--- src/rtl/cmos_pkg.sv ---
// Shared constants for the OV5640 DVP capture front end.
package cmos_pkg;
    localparam int WAIT_FRAME_DEF = 10;
    localparam int PIX_W_DEF      = 12;
    localparam int RGB_W          = 16;
    localparam bit HI_FIRST       = 1'b1;
endpackage

--- src/rtl/cmos_capture_data_frame_meter.sv ---
// Frame geometry meter: pixels per line and lines per frame, saturating counters.
module cmos_frame_meter
    import cmos_pkg::*;
#(
    parameter int PIX_W = PIX_W_DEF
) (
    input  logic             clk,
    input  logic             rst,
    input  logic             pix_done,
    input  logic             href_fall,
    input  logic             vs_rise,
    output logic [PIX_W-1:0] h_pixels,
    output logic [PIX_W-1:0] v_lines
);
    logic [PIX_W-1:0] pix_cnt;
    logic [PIX_W-1:0] line_cnt;
    logic [PIX_W-1:0] h_last;

    always_ff @(posedge clk or posedge rst) begin
        if (rst) begin
            pix_cnt  <= '0;
            line_cnt <= '0;
            h_last   <= '0;
            h_pixels <= '0;
            v_lines  <= '0;
        end else begin
            if (href_fall) begin
                pix_cnt <= '0;
                h_last  <= pix_cnt;
            end else if (pix_done && pix_cnt != '1) begin
                pix_cnt <= pix_cnt + 1'b1;
            end

            if (vs_rise) begin
                line_cnt <= '0;
                v_lines  <= line_cnt;
                h_pixels <= h_last;
            end else if (href_fall && line_cnt != '1) begin
                line_cnt <= line_cnt + 1'b1;
            end
        end
    end
endmodule

--- src/rtl/cmos_capture_data.sv ---
// OV5640 8-bit DVP to RGB565 capture: skips settling frames, emits pixel strobes
// and a per-frame load pulse, and measures frame geometry.
module cmos_capture_data
    import cmos_pkg::*;
#(
    parameter int WAIT_FRAME = WAIT_FRAME_DEF,
    parameter int PIX_W      = PIX_W_DEF
) (
    input  logic             cam_pclk,
    input  logic             rst,
    input  logic             cam_vsync,
    input  logic             cam_href,
    input  logic [7:0]       cam_data,
    output logic             cmos_frame_vsync,
    output logic             cmos_frame_href,
    output logic             cmos_frame_valid,
    output logic [RGB_W-1:0] cmos_frame_data,
    output logic             wr_load,
    output logic             frame_val,
    output logic [PIX_W-1:0] h_pixels,
    output logic [PIX_W-1:0] v_lines,
    output logic             line_err
);
    localparam logic [3:0] WAIT_CNT = 4'(WAIT_FRAME);

    logic       vsync_d0, vsync_d1, href_d0, href_d1;
    logic [7:0] data_d0, data_t;
    logic       byte_flag;
    logic [3:0] frame_cnt, frame_cnt_nxt;
    logic       vs_rise, href_fall, pix_done;

    always_comb begin
        vs_rise       = vsync_d0 & ~vsync_d1;
        href_fall     = ~href_d0 & href_d1;
        pix_done      = href_d0 & byte_flag;
        frame_cnt_nxt = frame_cnt;
        if (vs_rise && frame_cnt != WAIT_CNT)
            frame_cnt_nxt = frame_cnt + 4'd1;
    end

    always_ff @(posedge cam_pclk or posedge rst) begin
        if (rst) begin
            vsync_d0 <= 1'b0;
            vsync_d1 <= 1'b0;
            href_d0  <= 1'b0;
            href_d1  <= 1'b0;
            data_d0  <= '0;
        end else begin
            vsync_d0 <= cam_vsync;
            vsync_d1 <= vsync_d0;
            href_d0  <= cam_href;
            href_d1  <= href_d0;
            data_d0  <= cam_data;
        end
    end

    always_ff @(posedge cam_pclk or posedge rst) begin
        if (rst) begin
            frame_cnt        <= '0;
            frame_val        <= 1'b0;
            byte_flag        <= 1'b0;
            data_t           <= '0;
            cmos_frame_valid <= 1'b0;
            cmos_frame_data  <= '0;
            line_err         <= 1'b0;
            wr_load          <= 1'b0;
            cmos_frame_vsync <= 1'b0;
            cmos_frame_href  <= 1'b0;
        end else begin
            frame_cnt <= frame_cnt_nxt;
            // Enable rises on the counting edge; wr_load below still sees the old value.
            frame_val <= (frame_cnt_nxt == WAIT_CNT);

            if (href_d0) begin
                byte_flag <= ~byte_flag;
                data_t    <= data_d0;
            end else begin
                byte_flag <= 1'b0;
            end

            cmos_frame_valid <= pix_done & frame_val;
            if (pix_done)
                cmos_frame_data <= HI_FIRST ? {data_t, data_d0} : {data_d0, data_t};

            // Odd byte left over at line end: the partial pixel is dropped.
            if (href_fall && byte_flag)
                line_err <= 1'b1;

            wr_load          <= vs_rise & frame_val;
            cmos_frame_vsync <= vsync_d1 & frame_val;
            cmos_frame_href  <= href_d1 & frame_val;
        end
    end

    cmos_frame_meter #(.PIX_W(PIX_W)) u_meter (
        .clk       (cam_pclk),
        .rst       (rst),
        .pix_done  (pix_done),
        .href_fall (href_fall),
        .vs_rise   (vs_rise),
        .h_pixels  (h_pixels),
        .v_lines   (v_lines)
    );
endmodule

--- config.mk ---
export PLATFORM = sky130hd
export DESIGN_NAME = cmos_capture_data
export DESIGN_NICKNAME = d
export VERILOG_FILES = /design/src/rtl/cmos_pkg.sv /design/src/rtl/cmos_capture_data_frame_meter.sv /design/src/rtl/cmos_capture_data.sv
export SDC_FILE = /design/constraint.sdc
export NUM_CORES = 1
export LEC_CHECK = 0
export CAP_MARGIN = 20
export CORE_MARGIN = 1
export CORE_UTILIZATION = 35
export CTS_CLUSTER_DIAMETER = 50
export DETAILED_ROUTE_END_ITERATION = 7
export PLACE_DENSITY = 0.58
export SLEW_MARGIN = 20
export SYNTH_ARGS = -nofsm -noshare
export SYNTH_HDL_FRONTEND = slang
export SYNTH_SLANG_ARGS = --single-unit
--- constraint.sdc ---
create_clock -name cam_pclk -period 6.1 [get_ports cam_pclk]
set_clock_uncertainty 0.1 [all_clocks]
set_input_delay 1.22 -clock cam_pclk [delete_from_list [all_inputs] [get_ports cam_pclk]]
set_output_delay 1.22 -clock cam_pclk [all_outputs]
set_load 0.02 [all_outputs]
==> results.md <==
- Result of the run: complete, no violations
- Detailed-route vias per instance: between 4 and 5
- Antenna cells: 0
- Count of input and output buffers: 57
- Post-Syn Area per Cell: 11.0 sq um
- Longest individual stage delay on the worst path: 0.66 ns
- Final routed wirelength across all metal layers: ~8.0 mm
- Cell count after synthesis: 399
- Part of the cycle the worst path needs: 44.6%
- TritonCTS clock tree: built
- Number of vias after detailed routing: 2,954
- Synthesized cell area: 4390 sq um
- Number of placed instances with taps included: about 610
- Final setup slack of the worst path: 3.38 ns
- Global placement routability congestion: 0.761
- Number of nets still failing antenna checks after routing: 0
- Time the worst path needs with I/O delays and setup: between 2 and 3 ns
- Synthesis Warnings: 0
- Peak supply drop: ~0.15 mV
- Placed Area: around 5100 sq um
- Main combinational cell family by area after synthesis: simple AND/OR/NAND/NOR gates
- Root buffer cell: clkbuf_16
- Share of layout cells above drive strength 1: 11.9%
- I/O pins: 58
- Post-CTS Hold Fix Bufs: 0
- HP Class: flop to flop
- Sink count of the clock tree: 107
- Mux contribution to synthesized area: 6.39%
- GR Overflow Total: 0
- Synthesized net count: 415
- Commonest non-fill, non-tap cell in the layout: nand2_1
- Endpoint type of the worst setup path: output port
- Maximum level of the CTS H-tree: 3
- CP Class: flop to output port
- Final-layout worst hold slack: 0.327 ns
- LEAKAGE: approximately 2.4 nW
- Die height: 114 um
- Count of distinct cell types in the synthesized netlist: 48
- CTS max path bufs: 2
- Summed area of non-filler cells in the final layout: 5420 sq um
- Actual transition at the worst max-transition pin: around 0.90 ns
- Cell class contributing the biggest share of worst-path delay: buffers and inverters
- Worst slew margin relative to its limit: 40.3%
- P per Cell Area: 309 nW/um^2
- Count of endpoints failing setup in the final report: 0
- Placeable Area: 12,100 sq um
- Number of hold-slack violations in the final timing report: 0
- Post-synthesis share of cell area spent on full adders, half adders and majority gates: 1.14%
- Standard-cell row count: 40
- Effective utilization at floorplan: 36.2%
- Wire length of the first global-routing pass: roughly 14 mm
- Slowest cell on crit path: clkdlybuf4s50_1
- Clock latency of the later-clocked register in the worst-skew pair: 0.34 ns
- Total count of max-transition violations in the final report: 0
- Share of async-settable or async-resettable flops after synthesis: 100%
- Clock-pin transition on the worst setup and hold timing paths: 0.07 ns
- Simple-gate area share of the yosys netlist: 19.7%
- Maximum net fanout on the critical path: 5
- RSZ-0062 raised after global routing: no
- Detailed-placement wirelength estimate: 5.26 mm
- Pre-Repair DR Iteration Count: 4
- Post-route DRC: 0
- Post-synth EDFFs: 0
- Share of synthesized area occupied by flip-flops and latches: 61.1%
- Filler instances: 1,170
- Max-capacitance violation count: 0
- Total of flip-flops plus latches after synthesis: 107
- Pin count of the biggest net entering global routing: 67
- Complex-gate fraction of the synthesized area: 7.36%
- Setup TNS Final: 0 ns
- Commonest cells after routing, fill and taps aside: 113 x nand2_1, 107 x dfrtp_1, 57 x clkdlybuf4s50_1, 24 x mux2_2, 16 x nand3_1
- Non-Filler Instances: 621
- Fmax: roughly 370 MHz
- Global router's overall resource usage: about 14%
- Critical Path, Cell by Cell: clkdlybuf4s50_1
- First-iteration detailed-routing DRC count: 119
- Commonest register cell after synthesis: dfrtp_1
- Post-CTS setup buffer count: 0
- Die footprint: 13,000 sq um
- Net count, final: ~460
- Post-synthesis share of cell area spent on xor and xnor gates: between 1 and 1.5%
- Width of the chip: 114 um
- Total of cells resized after clock tree synthesis: 0
- Worst Path Arrival: 1.40 ns
- Critical path buffer and inverter count: 1
- Nature of the critical path startpoint: flop
- CTS Buf Count: 9
- Number of global-route vias before repair: 2,992
- Routed wire per std cell: 12.9 um
- Post-synthesis to final-layout area growth: 23.5%
- Place WS: about 3.1 ns
- Antenna violations before repair: 0
- Required time worst endpoint: ~4.8 ns
==> final cells by class <==
type | instances | area (sq um) | share of cell area (%)
clock buffers | 9 | 225 | 4.16
clock inverters | 7 | 104 | 1.92
inverters | 9 | 36.3 | 0.670
multi-input cells | 262 | 1580 | 29.1
flip-flops and latches | 107 | 2680 | 49.4
well taps | 168 | 210 | 3.88
repair buffers | 59 | 586 | 10.8
==> state kept, by name, summed over array words and instances, names as in the netlist <==
| name | cells |
|---|---|
| u_meter.h_last | 12 |
| u_meter.v_lines | 12 |
| href_d1 | 1 |
| u_meter.h_pixels | 12 |
| wr_load | 1 |
| vsync_d1 | 1 |
| frame_val | 1 |
| cmos_frame_valid | 1 |
| frame_cnt | 4 |
| data_d0 | 8 |
| cmos_frame_href | 1 |
| u_meter.line_cnt | 12 |
| byte_flag | 1 |
| cmos_frame_vsync | 1 |
| data_t | 8 |
| cmos_frame_data | 16 |
| line_err | 1 |
| u_meter.pix_cnt | 12 |
| vsync_d0 | 1 |
| href_d0 | 1 |
==> worst paths after layout <==
kind / startpoint / endpoint / slack, ns / depth (start not counted)
worst max-delay path: frame_val$_DFF_PP0_ / frame_val / 3.38 / 1
worst min-delay path: vsync_d0$_DFF_PP0_ / vsync_d1$_DFF_PP0_ / 0.33 / 0
worst max register to register: href_d0$_DFF_PP0_ / u_meter.line_cnt[9]$_DFFE_PP0P_ / 3.77 / 4
worst min register to register: vsync_d0$_DFF_PP0_ / vsync_d1$_DFF_PP0_ / 0.33 / 0
max in group asynchronous: rst / data_t[2]$_DFFE_PP0P_ / 3.58 / 3
min in group asynchronous: rst / href_d0$_DFF_PP0_ / 1.27 / 2
==> metrics by stage <==
step,power [W],utilization [%]
final,0.00167,44.7
after global routing,0.00176,44.7
after CTS,0.00170,44.7
after detailed placement,0.00106,42.0
after global placement,0.00105,42.0
after floorplan,0.000957,-
==> report_power, final <==
| part | switching, W | total, W | internal, W |
|---|---|---|---|
| logic | 0.000116 | 0.000223 | 0.000107 |
| registers | 0.0000483 | 0.000819 | 0.000771 |
| clock network | 0.000264 | 0.000631 | 0.000367 |
| total | 0.000428 | 0.00167 | 0.00125 |
==> kinds of logic (layout without fill, tap and decap cells) <==
group	count (synthesis)	after routing
xor gates and xnor gates	6	6
AOI/OAI and AO/OA	48	48
adders and majority gates	4	4
DFF	107	107
buffers and inverters	30	84
and+or+nand+nor	179	179
muxes	25	25
==> routing by layer <==
metal | track usage [%] | share of wire [%]
met1 | 17.9 | 49
met5 | 0 | 0
met3 | 3.99 | 4.6
met2 | 21.7 | 45
met4 | 4.59 | 1.2
==> synthesized netlist by cell type, drive strengths merged (4+ instances only) <==
master  count  share of area [%]
nand4       8                1.5
and2        4               0.63
o21ai      15                1.7
mux2       24                6.2
dfrtp     107                 61
ha          4                1.1
or4         4               0.68
o211ai      5               0.86
clkbuf     15                1.4
a211oi      4               0.68
buf         6               0.97
a21oi       9                1.0
nand3      16                1.8
nor2        5               0.43
o31ai       6                1.3
and4        4               0.91
or3         6               0.86
nand2     114                9.8
and3        4               0.57
inv         9               0.77
nor2b       4               0.63
(Power assumes the default switching activity.)
